<file path="src/rtl/div_pkg.sv">
// div_pkg: shared types and defaults for the sequencer that drives the
// 8-bit sign-magnitude fractional divider.
//   state_e       : sequencer FSM states
//   err_e         : response status codes carried on rsp_err
//   *_DEF         : default watchdog limits
//   cnt_sat_inc() : saturating increment for the 4-bit watchdog counter
package div_pkg;

    typedef enum logic [2:0] {
        S_IDLE    = 3'd0,
        S_START   = 3'd1,
        S_WAIT_HI = 3'd2,
        S_RUN     = 3'd3,
        S_RESP    = 3'd4
    } state_e;

    typedef enum logic [1:0] {
        ERR_OK  = 2'd0,
        ERR_DZ  = 2'd1,
        ERR_OVF = 2'd2,
        ERR_TO  = 2'd3
    } err_e;

    localparam int WAIT_HI_MAX_DEF = 4;
    localparam int RUN_MAX_DEF     = 15;
    localparam int CNT_W           = 4;

    function automatic logic [CNT_W-1:0] cnt_sat_inc(input logic [CNT_W-1:0] c);
        return (&c) ? c : c + 1'b1;
    endfunction

endpackage

</file>
<file path="src/rtl/div_opnd_chk.sv">
// div_opnd_chk: combinational operand screen for the fractional divider.
//   x_i   [7:0] : dividend, sign-magnitude fraction (bit 7 = sign)
//   y_i   [7:0] : divisor, sign-magnitude fraction
//   err_o [1:0] : ERR_DZ when |y| is zero (either sign), else ERR_OVF when
//                 |x| >= |y| (quotient would not be a fraction), else ERR_OK
module div_opnd_chk
    import div_pkg::*;
(
    input  logic [7:0] x_i,
    input  logic [7:0] y_i,
    output err_e       err_o
);

    logic [6:0] mx, my;

    assign mx = x_i[6:0];
    assign my = y_i[6:0];

    always_comb begin
        err_o = ERR_OK;
        if (my == 7'd0)
            err_o = ERR_DZ;      // +0 and -0 both trap, ahead of overflow
        else if (mx >= my)
            err_o = ERR_OVF;
    end

endmodule

</file>
<file path="src/rtl/div_seq_ctrl.sv">
// div_seq_ctrl: request/response sequencer in front of the 8-bit
// sign-magnitude fractional divider. Accepts one operand pair, screens it,
// launches legal pairs, watches div_busy with watchdogs and holds the result
// until the consumer takes it.
//   clk, rst_n            : clock, async active-low reset (shared with divider)
//   req_valid/req_ready   : request handshake, req_x/req_y operands
//   div_x/div_y/div_start : operands and one-cycle launch pulse to the divider
//   div_busy/div_z/div_r  : divider status, quotient and remainder
//   rsp_valid/rsp_ready   : response handshake, rsp_z/rsp_r/rsp_err result
module div_seq_ctrl
    import div_pkg::*;
#(
    parameter int WAIT_HI_MAX = WAIT_HI_MAX_DEF,
    parameter int RUN_MAX     = RUN_MAX_DEF
) (
    input  logic       clk,
    input  logic       rst_n,
    input  logic       req_valid,
    input  logic [7:0] req_x,
    input  logic [7:0] req_y,
    output logic       req_ready,
    output logic [7:0] div_x,
    output logic [7:0] div_y,
    output logic       div_start,
    input  logic       div_busy,
    input  logic [7:0] div_z,
    input  logic [7:0] div_r,
    output logic       rsp_valid,
    output logic [7:0] rsp_z,
    output logic [7:0] rsp_r,
    output logic [1:0] rsp_err,
    input  logic       rsp_ready
);

    // The counter holds the number of cycles already spent in the state, so
    // the timeout fires on the MAX-th cycle without the awaited busy edge.
    localparam logic [CNT_W-1:0] WH_LIM  = 4'(WAIT_HI_MAX - 1);
    localparam logic [CNT_W-1:0] RUN_LIM = 4'(RUN_MAX - 1);

    state_e           state_q;
    logic [CNT_W-1:0] cnt_q;
    logic [7:0]       x_q, y_q;
    logic             start_q;
    logic             rsp_valid_q;
    logic [7:0]       rsp_z_q, rsp_r_q;
    err_e             rsp_err_q;
    err_e             chk_err;

    div_opnd_chk u_chk (
        .x_i   (req_x),
        .y_i   (req_y),
        .err_o (chk_err)
    );

    // Gated with rst_n so ready is low for the whole reset, then high the
    // moment reset releases since the FSM already sits in IDLE.
    assign req_ready = rst_n & (state_q == S_IDLE);
    assign div_x     = x_q;
    assign div_y     = y_q;
    assign div_start = start_q;
    assign rsp_valid = rsp_valid_q;
    assign rsp_z     = rsp_z_q;
    assign rsp_r     = rsp_r_q;
    assign rsp_err   = rsp_err_q;

    always_ff @(posedge clk or negedge rst_n) begin
        if (!rst_n) begin
            state_q     <= S_IDLE;
            cnt_q       <= '0;
            x_q         <= 8'h00;
            y_q         <= 8'h00;
            start_q     <= 1'b0;
            rsp_valid_q <= 1'b0;
            rsp_z_q     <= 8'h00;
            rsp_r_q     <= 8'h00;
            rsp_err_q   <= ERR_OK;
        end else begin
            start_q <= 1'b0;
            case (state_q)
                S_IDLE: begin
                    if (req_valid) begin
                        x_q <= req_x;
                        y_q <= req_y;
                        if (chk_err != ERR_OK) begin
                            rsp_z_q     <= 8'h00;
                            rsp_r_q     <= 8'h00;
                            rsp_err_q   <= chk_err;
                            rsp_valid_q <= 1'b1;
                            state_q     <= S_RESP;
                        end else begin
                            start_q <= 1'b1;
                            state_q <= S_START;
                        end
                    end
                end
                // busy is deliberately not sampled here: a stale high from a
                // previous run must not look like a launch acknowledgement.
                S_START: begin
                    cnt_q   <= '0;
                    state_q <= S_WAIT_HI;
                end
                S_WAIT_HI: begin
                    if (div_busy) begin
                        cnt_q   <= '0;
                        state_q <= S_RUN;
                    end else if (cnt_q >= WH_LIM) begin
                        rsp_z_q     <= 8'h00;
                        rsp_r_q     <= 8'h00;
                        rsp_err_q   <= ERR_TO;
                        rsp_valid_q <= 1'b1;
                        state_q     <= S_RESP;
                    end else begin
                        cnt_q <= cnt_sat_inc(cnt_q);
                    end
                end
                S_RUN: begin
                    if (!div_busy) begin
                        rsp_z_q     <= div_z;
                        rsp_r_q     <= div_r;
                        rsp_err_q   <= ERR_OK;
                        rsp_valid_q <= 1'b1;
                        state_q     <= S_RESP;
                    end else if (cnt_q >= RUN_LIM) begin
                        rsp_z_q     <= 8'h00;
                        rsp_r_q     <= 8'h00;
                        rsp_err_q   <= ERR_TO;
                        rsp_valid_q <= 1'b1;
                        state_q     <= S_RESP;
                    end else begin
                        cnt_q <= cnt_sat_inc(cnt_q);
                    end
                end
                S_RESP: begin
                    if (rsp_ready) begin
                        rsp_valid_q <= 1'b0;
                        state_q     <= S_IDLE;
                    end
                end
                default: state_q <= S_IDLE;
            endcase
        end
    end

endmodule

</file>
<file path="config.mk">
export PLATFORM = sky130hd
export DESIGN_NAME = div_seq_ctrl
export DESIGN_NICKNAME = d
export VERILOG_FILES = /design/src/rtl/div_pkg.sv /design/src/rtl/div_opnd_chk.sv /design/src/rtl/div_seq_ctrl.sv
export SDC_FILE = /design/constraint.sdc
export NUM_CORES = 1
export LEC_CHECK = 0
export BUFFER_PORTS_ARGS = -buffer_cell sky130_fd_sc_hd__buf_2
export CORE_MARGIN = 1
export CORE_UTILIZATION = 52
export DETAILED_ROUTE_END_ITERATION = 7
export GPL_ROUTABILITY_DRIVEN = 0
export PLACE_DENSITY_LB_ADDON = 0.15
export SLEW_MARGIN = 40
export SYNTH_ARGS = -nofsm -noshare
export SYNTH_HDL_FRONTEND = slang
export SYNTH_SLANG_ARGS = --single-unit
</file>
<file path="constraint.sdc">
create_clock -name clk -period 3.5 [get_ports clk]
set_clock_uncertainty 0.1 [all_clocks]
set_input_delay 1.05 -clock clk [delete_from_list [all_inputs] [get_ports clk]]
set_output_delay 1.05 -clock clk [all_outputs]
set_load 0.01 [all_outputs]
</file>
# [After elaboration in Yosys (flattened, before gate mapping)]
# Cells that the tools add are included.
[word_totals] regBits=43 in_bits=37 output_inout_bits=37 elab_cells=83
[classes] add_sub_neg=1 magnitude_cmp=3 n_eq_ne=14 muxes=43 n_bitwise=1 reduce_logical=12
[op_table] operator="2-to-1 mux 8 bit" n=7
[op_table] operator="one-hot mux 8 bit (3 select lines)" n=2
[op_table] operator="2-to-1 mux 3 bit" n=7
[op_table] operator="2-to-1 mux 4 bit" n=5
[op_table] operator="2-to-1 mux 2 bit" n=8
[op_table] operator="one-hot mux 3 bit (5 select lines)" n=1
[op_table] operator="!= test 2 bit, second input constant" n=6
[op_table] operator="one-hot mux 4 bit (3 select lines)" n=1
[op_table] operator="AND reduction 4 bit" n=3
[op_table] operator="2-to-1 mux 1 bit" n=10
[op_table] operator="!= test 3 bit, second input constant" n=3
[op_table] operator="greater-or-equal comparator 7 bit" n=1
[op_table] operator="zero test 7 bit" n=1
[op_table] operator="AND reduction 7 bit" n=1
[op_table] operator="equality test 3 x 2 -> 1 bit, second input constant" n=2
[op_table] operator="one-hot mux 2 bit (3 select lines)" n=1
[op_table] operator="AND reduction 6 bit" n=1
[op_table] operator="nonzero test 3 bit" n=2
[op_table] operator="adder 4 x 1 -> 4 bit, second input constant" n=1
[op_table] operator="greater-or-equal comparator 4 x 2 -> 1 bit, second input constant" n=1
[op_table] operator="greater-or-equal comparator 4 bit, second input constant" n=1
[op_table] operator="one-hot mux 1 bit (4 select lines)" n=1
[op_table] operator="nonzero test 4 bit" n=1
[op_table] operator="equality test 3 x 1 -> 1 bit, second input constant" n=1
[op_table] operator="other kinds (6)" n=6

# [Longest topological paths before layout]
# Gate-level depths: netlist of run 1.
[logic_depth] word_depth=7 mapped_depth=8 ltp_nobuf=7

# [Cells and area by module]
# Synthesis of run 1 repeated with hierarchy kept, for this count alone.
[hier_totals] hier_cells=170 hier_area_um2=2029.4
[by_module_without_submodules] module="div_seq_ctrl" n_inst=1 cells_per_inst=145 area_per_inst_um2=1841.8 seq_area_each_um2=1076.0
[by_module_without_submodules] module="div_opnd_chk" n_inst=1 cells_per_inst=25 area_per_inst_um2=187.7 seq_area_each_um2=0.0

# [Worst setup path before layout of run 1]
# OpenSTA, ideal clock, no wires.
[synth_path] kind="input to register" from="input port req_y[6]" to="register rsp_r_q[7] (netlist: rsp_r[7])" setup_ns=0.121 arrival_time_ns=2.370 required_time_ns=3.279 path_slack_ns=0.909 cell_stages=8 path_buffers=1 cell_sequence="inv_1 ha_1 nand2_1 o21ai_0 a21oi_1 a221o_1 buf_2 a22o_1"
[synth_via] elab_chain_len=6 elab_cells_between_ends=7 classes_between="order compare: 1; eq/ne: 1; mux: 2; reduce/logical: 3"
[synth_lines] element="start: declaration" line="div_seq_ctrl.sv:20" source="input logic [7:0] req_y,"
[synth_lines] element="greater-or-equal comparator 7 bit" line="div_opnd_chk.sv:23" source="else if (mx >= my)"
[synth_lines] element="2-to-1 mux 2 bit" line="div_opnd_chk.sv:23"
[synth_lines] element="2-to-1 mux 2 bit (*)" line="div_opnd_chk.sv:21" source="if (my == 7'd0)"
[synth_lines] element="nonzero test 2 bit (*)" line="div_seq_ctrl.sv:84" source="if (chk_err != ERR_OK) begin"
[synth_lines] element="!= test 2 x 1 -> 1 bit (no line) (*)"
[synth_lines] element="AND reduction 6 bit (no line) (*)"
[synth_lines] element="end signal: assignment" line="div_seq_ctrl.sv:119" source="rsp_r_q <= div_r;"
[synth_lines] element="end: declaration" line="div_seq_ctrl.sv:45" source="logic [7:0] rsp_z_q, rsp_r_q;"
# Mark *: on every way between the ends. The rest lies on a longest branch, timed or not.
# A chain may end at the register's enable or synchronous reset.

# [Final worst setup path of run 1]
[layout_path] from="input port req_y[2]" to="register rsp_z_q[6] (netlist: rsp_z[6])"
[layout_via] elab_chain_len=6 elab_cells_between_ends=7 classes_between="order compare: 1; eq/ne: 1; mux: 2; reduce/logical: 3"
[layout_lines] element="greater-or-equal comparator 7 bit" line="div_opnd_chk.sv:23"
[layout_lines] element="2-to-1 mux 2 bit" line="div_opnd_chk.sv:23"
[layout_lines] element="2-to-1 mux 2 bit (*)" line="div_opnd_chk.sv:21"
[layout_lines] element="nonzero test 2 bit (*)" line="div_seq_ctrl.sv:84"
[layout_lines] element="!= test 2 x 1 -> 1 bit (no line) (*)"
[layout_lines] element="AND reduction 6 bit (no line) (*)"
[layout_lines] element="end signal: assignment" line="div_seq_ctrl.sv:118" source="rsp_z_q <= div_z;"
[layout_lines] element="end: declaration" line="div_seq_ctrl.sv:45"
# Marked as above.

==> results of run 1 <==
==> Yosys cell counts <==
cell       count  area share
a22o_1        16       0.072
o21ai_0       13       0.033
nor3_1         2      0.0052
mux2i_1        1      0.0052
buf_2          1      0.0026
a41oi_1        1      0.0045
o2bb2ai_1      1      0.0045
buf_6          1      0.0058
nor2b_1        1      0.0032
a32oi_1        1      0.0045
nand2_1       46       0.089
o21ai_1        1      0.0026
nor3_2         1      0.0052
nand3_1        4       0.010
a21oi_2        1      0.0045
o32ai_1        2      0.0090
dfrtp_1       43        0.55
a21o_1         1      0.0039
nor4_2         1      0.0064
o2111ai_2      1      0.0077
and2_1         4       0.013
a2111oi_0      1      0.0045
a221o_1        1      0.0052
inv_1         13       0.025
a21oi_1        7       0.018
clkbuf_1       5      0.0097
nor4_1         1      0.0032
a31oi_1        2      0.0064
ha_1           9       0.058
nor2_1         7       0.014
nand2b_1       1      0.0032
o21a_1         1      0.0039
and3_1         1      0.0032
==> through the flow <==
step | std cells | hold slack (ns) | utilization | cell area (um^2) | worst slack [ns]
after CTS | 315 | 0.383 | 0.707 | 2450 | 0.795
after detailed placement | 307 | 0.358 | 0.679 | 2350 | 0.483
final | 315 | 0.376 | 0.707 | 2450 | 0.786
after global routing | 315 | 0.400 | 0.707 | 2450 | 0.660
after global placement | 307 | 0.353 | 0.679 | 2350 | 0.566
after floorplan | 192 | 0.378 | - | 1940 | 0.909
==> worst max path at each step <==
stage	start	end	depth (start not counted)
after floorplan	req_y[6]	rsp_r[7]	8
after global placement	req_y[2]	rsp_z[2]	9
after detailed placement	req_y[2]	rsp_z[5]	9
after CTS	req_y[2]	rsp_valid	9
after global routing	req_y[2]	state_q[2]	9
final	req_y[2]	rsp_z[6]	9
==> kinds of logic after synthesis <==
kind of cell             Yosys count  share of synthesized area
multiplexers                       1                    0.00515
flip-flops                        43                      0.554
buffers and inverters             20                     0.0431
AND/OR/NAND/NOR                   69                      0.155
adder cells (fa/ha/maj)            9                     0.0580
AO/OA/AOI/OAI                     50                      0.185
==> placed cells by master (no fill, tap or decap), types with 3 or more instances in the layout <==
cell      Yosys  layout
buf_2         1      73
nand2_1      46      46
dfrtp_1      43      43
a22o_1       16      16
inv_1        13      13
o21ai_0      13      13
ha_1          9       9
a21oi_1       7       7
nor2_1        7       7
clkbuf_8      0       7
and2_1        4       4
nand3_1       4       4
buf_4         0       3
==> worst max-delay path, delay by kind of cell <==
family	cells	cell delay [ns]
AOI/OAI and AO/OA	4	1.02
adders and majority gates	1	0.28
buffers and inverters	3	0.39
and+or+nand+nor	1	0.05
==> final cells by class <==
class                           count  area share
Clock buffer                        8      0.0408
Tap cell                           46      0.0235
Timing Repair Buffer               76       0.158
Sequential cell                    43       0.439
Inverter                           13      0.0199
Multi-Input combinational cell    129       0.319
==> routing by layer <==
metal  global-route usage  part of all wire  vias up
met2                0.356              0.47       54
met5                    0                 0        -
met1                0.314              0.46      803
met4               0.0959            0.0091        0
met3               0.0489             0.062        5
li1                     -                 -      817
==> power groups by stage <==
stage	combinational [mW]	sequential [mW]	clock (mW)
after global placement	0.775	0.841	0
after CTS	0.796	0.843	0.338
after floorplan	0.424	0.936	0
final	0.784	0.840	0.333
after global routing	0.889	0.870	0.364
after detailed placement	0.792	0.844	0
==> registers in the layout (all words and copies together), names as in the netlist <==
| signal | flops |
|---|---|
| div_x | 8 |
| div_y | 8 |
| rsp_z | 8 |
| div_start | 1 |
| rsp_err | 2 |
| rsp_r | 8 |
| rsp_valid | 1 |
| state_q | 3 |
| cnt_q | 4 |
==> results by group, run 1 <==
Routing
  • Post-DRT Antenna Nets: 0
  • Drt pass-1 iters: 4
  • Drt initial violations: 112
  • Routed WL per cell: ~13 um
  • Vias per inst: around 5.3
  • Via count: between 1,500 and 2,000
  • Residual DRC: 0
  • Drt total wl: 4.16 mm

Setup path
  • R2R depth: 8
  • Slowest-stage cell, CP: a221o_1
  • Critical Path RT: ~3.6 ns
  • Critical path arrival: 2.79 ns
  • CP max FO: 12
  • Critical path capture point type: flop
  • CP Launch Type: primary input
  • Reg2Reg Setup Slack: around 1.2 ns
  • Reg-to-Reg End: rsp_z[6]
  • Slowest stage delay, CP: 0.48 ns
  • R2r startpoint: cnt_q[0]
  • CP Cell Sequence: buf_2 > inv_1 > ha_1 > nand2_1 > o21ai_0 > a21oi_1 > a221o_1 > buf_4 > a22o_1
  • CP Class: in -> reg

Cells and area
  • N_diodes: 0
  • Register area: about 0.0011 mm^2
  • Fill cell count: ~310
  • Layout cells sized above 1: 0.323
  • Area occupied by multi-input gates: approximately 780 um^2
  • Fin nets: about 310
  • Area Overhead vs Synth: 26.3%

Hold path
  • Hold path depth: 2
  • Min-delay src: div_x[4]
  • Worst Hold Class: reg -> reg
  • Hold EP: div_x[4]

Synthesis
  • #FFs+latches synth: 43
  • YS warnings: 0
  • Mapped Cells: approximately 190
  • Synthesized area: a little under 0.002 mm^2
  • Syn Nets: about 240
  • Distinct cell type count after synthesis: 33
  • Post-Syn Area per Cell: 10.1 um^2
  • Part of the Yosys area used for sequential elements: 0.554

STA
  • Fmax: between 300 and 400 MHz
  • Final setup fails: 0
  • Crit path time final: 2.71 ns
  • Final Hold Violating Endpoints: 0
  • Unrepaired setup endpoints after global routing: false
  • Worst-Margin Slew: between 0.7 and 0.8 ns
  • Tcrit/Tclk final: 0.776
  • Slew margin rel.: 0.513
  • Max-slew violations: 0
  • TNS Setup: 0 ns

Status
  • Status: complete, no violations

Clock tree
  • CTS tree: done
  • CTS max path bufs: 2
  • # H-tree levels: 2
  • CTS clock-pin slew for the worst setup and hold paths: around 0.07 ns
  • Setup Buffers After CTS: 0
  • TritonCTS buffer count: 5
  • Clock sink count: 43
  • Clk Latency, worst-skew pair: slightly below 0.3 ns
  • Post-CTS sizing: 0
  • CTS root buffer: clkbuf_8
  • # hold bufs at CTS: 0

Power and ir drop
  • Pwr dens: 798 mW/mm^2
  • Net Sw Power: roughly 740 uW
  • Pint: between 1 and 1.5 mW
  • Clock share of power: 0.170
  • Sequential Power Share: 0.429
  • Sw frac: 0.375
  • Comb pwr share: 0.401
  • Static leakage: approximately 1.3 nW
  • Max IR drop VDD: between 0.4 and 0.5 mV
  • Final Power: around 2.0 mW

Floorplanning
  • Row cnt: 21
  • Chip Width: roughly 63 um
  • Initial core utilization: 0.560
  • Die area: 0.00399 mm^2
  • Core area: around 0.0035 mm^2
  • Die Ht: 63.1 um
  • IO Pins: 74

Job
  • Max-Cap Viols: 0

Global route
  • Largest net degree at the start of global routing: 44
  • Global Route Usage Sum: 0.230
  • First-pass GRT wire length: 7.07 mm
  • Initial antenna violation count: 0
  • Gr ovfl total: 0
  • Vias in the first global route: 1,616

Placement
  • Detailed-placement wirelength estimate: just over 3 mm
  • Port Buffers: 73
(Power assumes the default switching activity.)
==> run 2: changes to the inputs <==
- CORE_UTILIZATION: 52 -> 44
- clock period: 3.5 -> 2.3 ns (I/O delays scaled with it)
==> run 2 against run 1 <==
Compared with the run above:
- wire length rose by 7.3%
- first-iteration DRC count fell by 13%
- critical endpoint is now rsp_err[0]
- global-route usage fell by 2.7 points
- combinational power rose by 70%
- setup slack got worse by 0.68 ns
- register-to-register slack got worse by 1.0 ns
- count of clock-buffer cells in the layout fell by 3
- sequential power rose by 54%
- power rose by 65%
- utilization fell by 7.5 points
==> results by group, run 2 (same netlist as run 1, synthesis figures left out) <==
Status
  • Status: complete, no violations

Job
  • Max-Cap Viols: 0

Routing
  • Drt pass-1 iters: 4
  • Routed WL per cell: ~13 um
  • Drt initial violations: 97
  • Post-DRT Antenna Nets: 0
  • Via count: between 1,500 and 2,000
  • Vias per inst: 5.16
  • Residual DRC: 0
  • Drt total wl: between 4 and 5 mm

Cells and area
  • Fin area: between 0.002 and 0.003 mm^2
  • Area Overhead vs Synth: 33.9%
  • Final Util: 0.632
  • N_diodes: 0
  • Commonest non-fill, non-tap cell in the layout: buf_2
  • Non-Filler Instances: between 300 and 400
  • Fin nets: roughly 330
  • Commonest non-fill, non-tap cells in the layout: buf_2 (73), nand2_1 (46), dfrtp_1 (43)
  • Layout cells sized above 1: 0.367

Clock tree
  • CTS clock-pin slew for the worst setup and hold paths: 0.09 ns
  • CTS tree: done
  • Clock sink count: between 40 and 50
  • Clk Latency, worst-skew pair: about 0.30 ns
  • # H-tree levels: 2
  • CTS max path bufs: 2
  • TritonCTS buffer count: 5
  • CTS root buffer: clkbuf_8
  • # hold bufs at CTS: 0

Setup path
  • CP Launch Type: primary input
  • Critical path capture point type: flop
  • CP Class: in -> reg
  • Critical Path RT: between 2 and 2.5 ns
  • Critical path arrival: 2.29 ns
  • CP max FO: 20

STA
  • Tcrit/Tclk final: 0.952
  • Max-slew violations: 0
  • Worst-Margin Slew: about 0.54 ns
  • Final setup fails: 0
  • Unrepaired setup endpoints after global routing: false
  • Final Hold Violating Endpoints: 0
  • Crit path time final: ~2.2 ns
  • Final setup margin: 0.110 ns
  • Slew margin rel.: 0.639
  • Fmax: 457 MHz

Hold path
  • Worst Hold Class: in -> async

Placement
  • Detailed-placement wirelength estimate: roughly 3.2 mm
  • Area post-placement: 0.00248 mm^2
  • Dpl cells: ~330
  • Port Buffers: 73
  • Placement Setup Slack: -0.190 ns

Global route
  • Global Route Usage Sum: 0.203
  • First-pass GRT wire length: between 6 and 7 mm
  • Gr ovfl total: 0
  • Initial antenna violation count: 0
  • Vias in the first global route: between 1,500 and 2,000
  • Largest net degree at the start of global routing: 44

Floorplanning
  • Row cnt: 23
  • Die area: between 0.004 and 0.005 mm^2
  • Core area: roughly 0.0041 mm^2
  • Initial core utilization: 0.472
  • Die Ht: 68.5 um
  • IO Pins: 74
  • Chip Width: between 60 and 70 um

Power and ir drop
  • Max IR drop VDD: around 0.57 mV
  • Sw frac: 0.376
  • Net Sw Power: about 1.2 mW
  • Pwr dens: approximately 1200 mW/mm^2
  • Pint: slightly above 2 mW
  • Static leakage: ~1.4 nW
  • Sequential Power Share: 0.401
  • Comb pwr share: 0.413
  • Clock share of power: 0.185
  • Final Power: around 3.2 mW
[run 2: changes by cell type in the layout (fill, tap and decap cells not counted), sizes merged]
cell / change
bufinv: +1
clkinv: +2
buf: +14
clkbuf: -3
[run 2: power by group through the flow]
stage	clock network, mW	registers (mW)	logic, mW
2_1_floorplan	0	1.42	0.646
3_3_place_gp	0	1.30	1.31
3_5_place_dp	0	1.30	1.33
4_1_cts	0.610	1.29	1.33
5_1_grt	0.635	1.34	1.50
6_report	0.597	1.29	1.33
[run 2: what timing repair did]
item	4_1_cts	5_1_grt
endpoints found under the setup margin	0	2
buffers inserted	0	0
gates resized for setup	0	2
[run 2: cell type report]
| cell class | count | area, um^2 |
|---|---|---|
| clock buffer | 5 | 68.8 |
| clock inverter | 3 | 43.8 |
| multi-input combinational | 129 | 796 |
| tap | 50 | 62.6 |
| timing repair buffer | 90 | 505 |
| inverter | 13 | 48.8 |
| sequential | 43 | 1080 |
| fill | 377 | 1510 |
[run 2: critical path, cell delays in order]
cell     delay, ns
buf_2         0.08
inv_1         0.05
ha_1          0.19
nor2b_1       0.13
o21ai_0       0.17
a21oi_1       0.16
a221o_1       0.39
buf_12        0.17
o32ai_1       0.26
[run 2: path summary, 6_finish.rpt]
kind	startpoint	end	slack, ns	cells past startpoint
max in group asynchronous	rst_n	rsp_z[6]	1.36	2
worst max register to register	cnt_q[0]	rsp_err[0]	0.21	8
worst min register to register	div_y[7]	div_y[7]	0.38	2
worst min-delay path	rst_n	div_x[0]	0.37	2
min in group clk	div_y[7]	div_y[7]	0.38	2
worst max-delay path	req_x[0]	rsp_err[0]	0.11	9
[run 2: metal layers]
metal	routed length [um]	part of all wire	GRT usage	vias to the layer above
li1	-	-	-	844
met1	2060	0.46	0.268	814
met2	2080	0.46	0.321	55
met3	280	0.063	0.0583	6
met4	46	0.010	0.0625	0
met5	0	0	0	-
[run 2: per-stage QoR]
stage	setup TNS (ns)	hold slack, ns
after floorplan	0	0.294
after global routing	0	0.402
after CTS	0	0.382
after global placement	-2.86	0.357
after detailed placement	-3.05	0.360
final	0	0.370
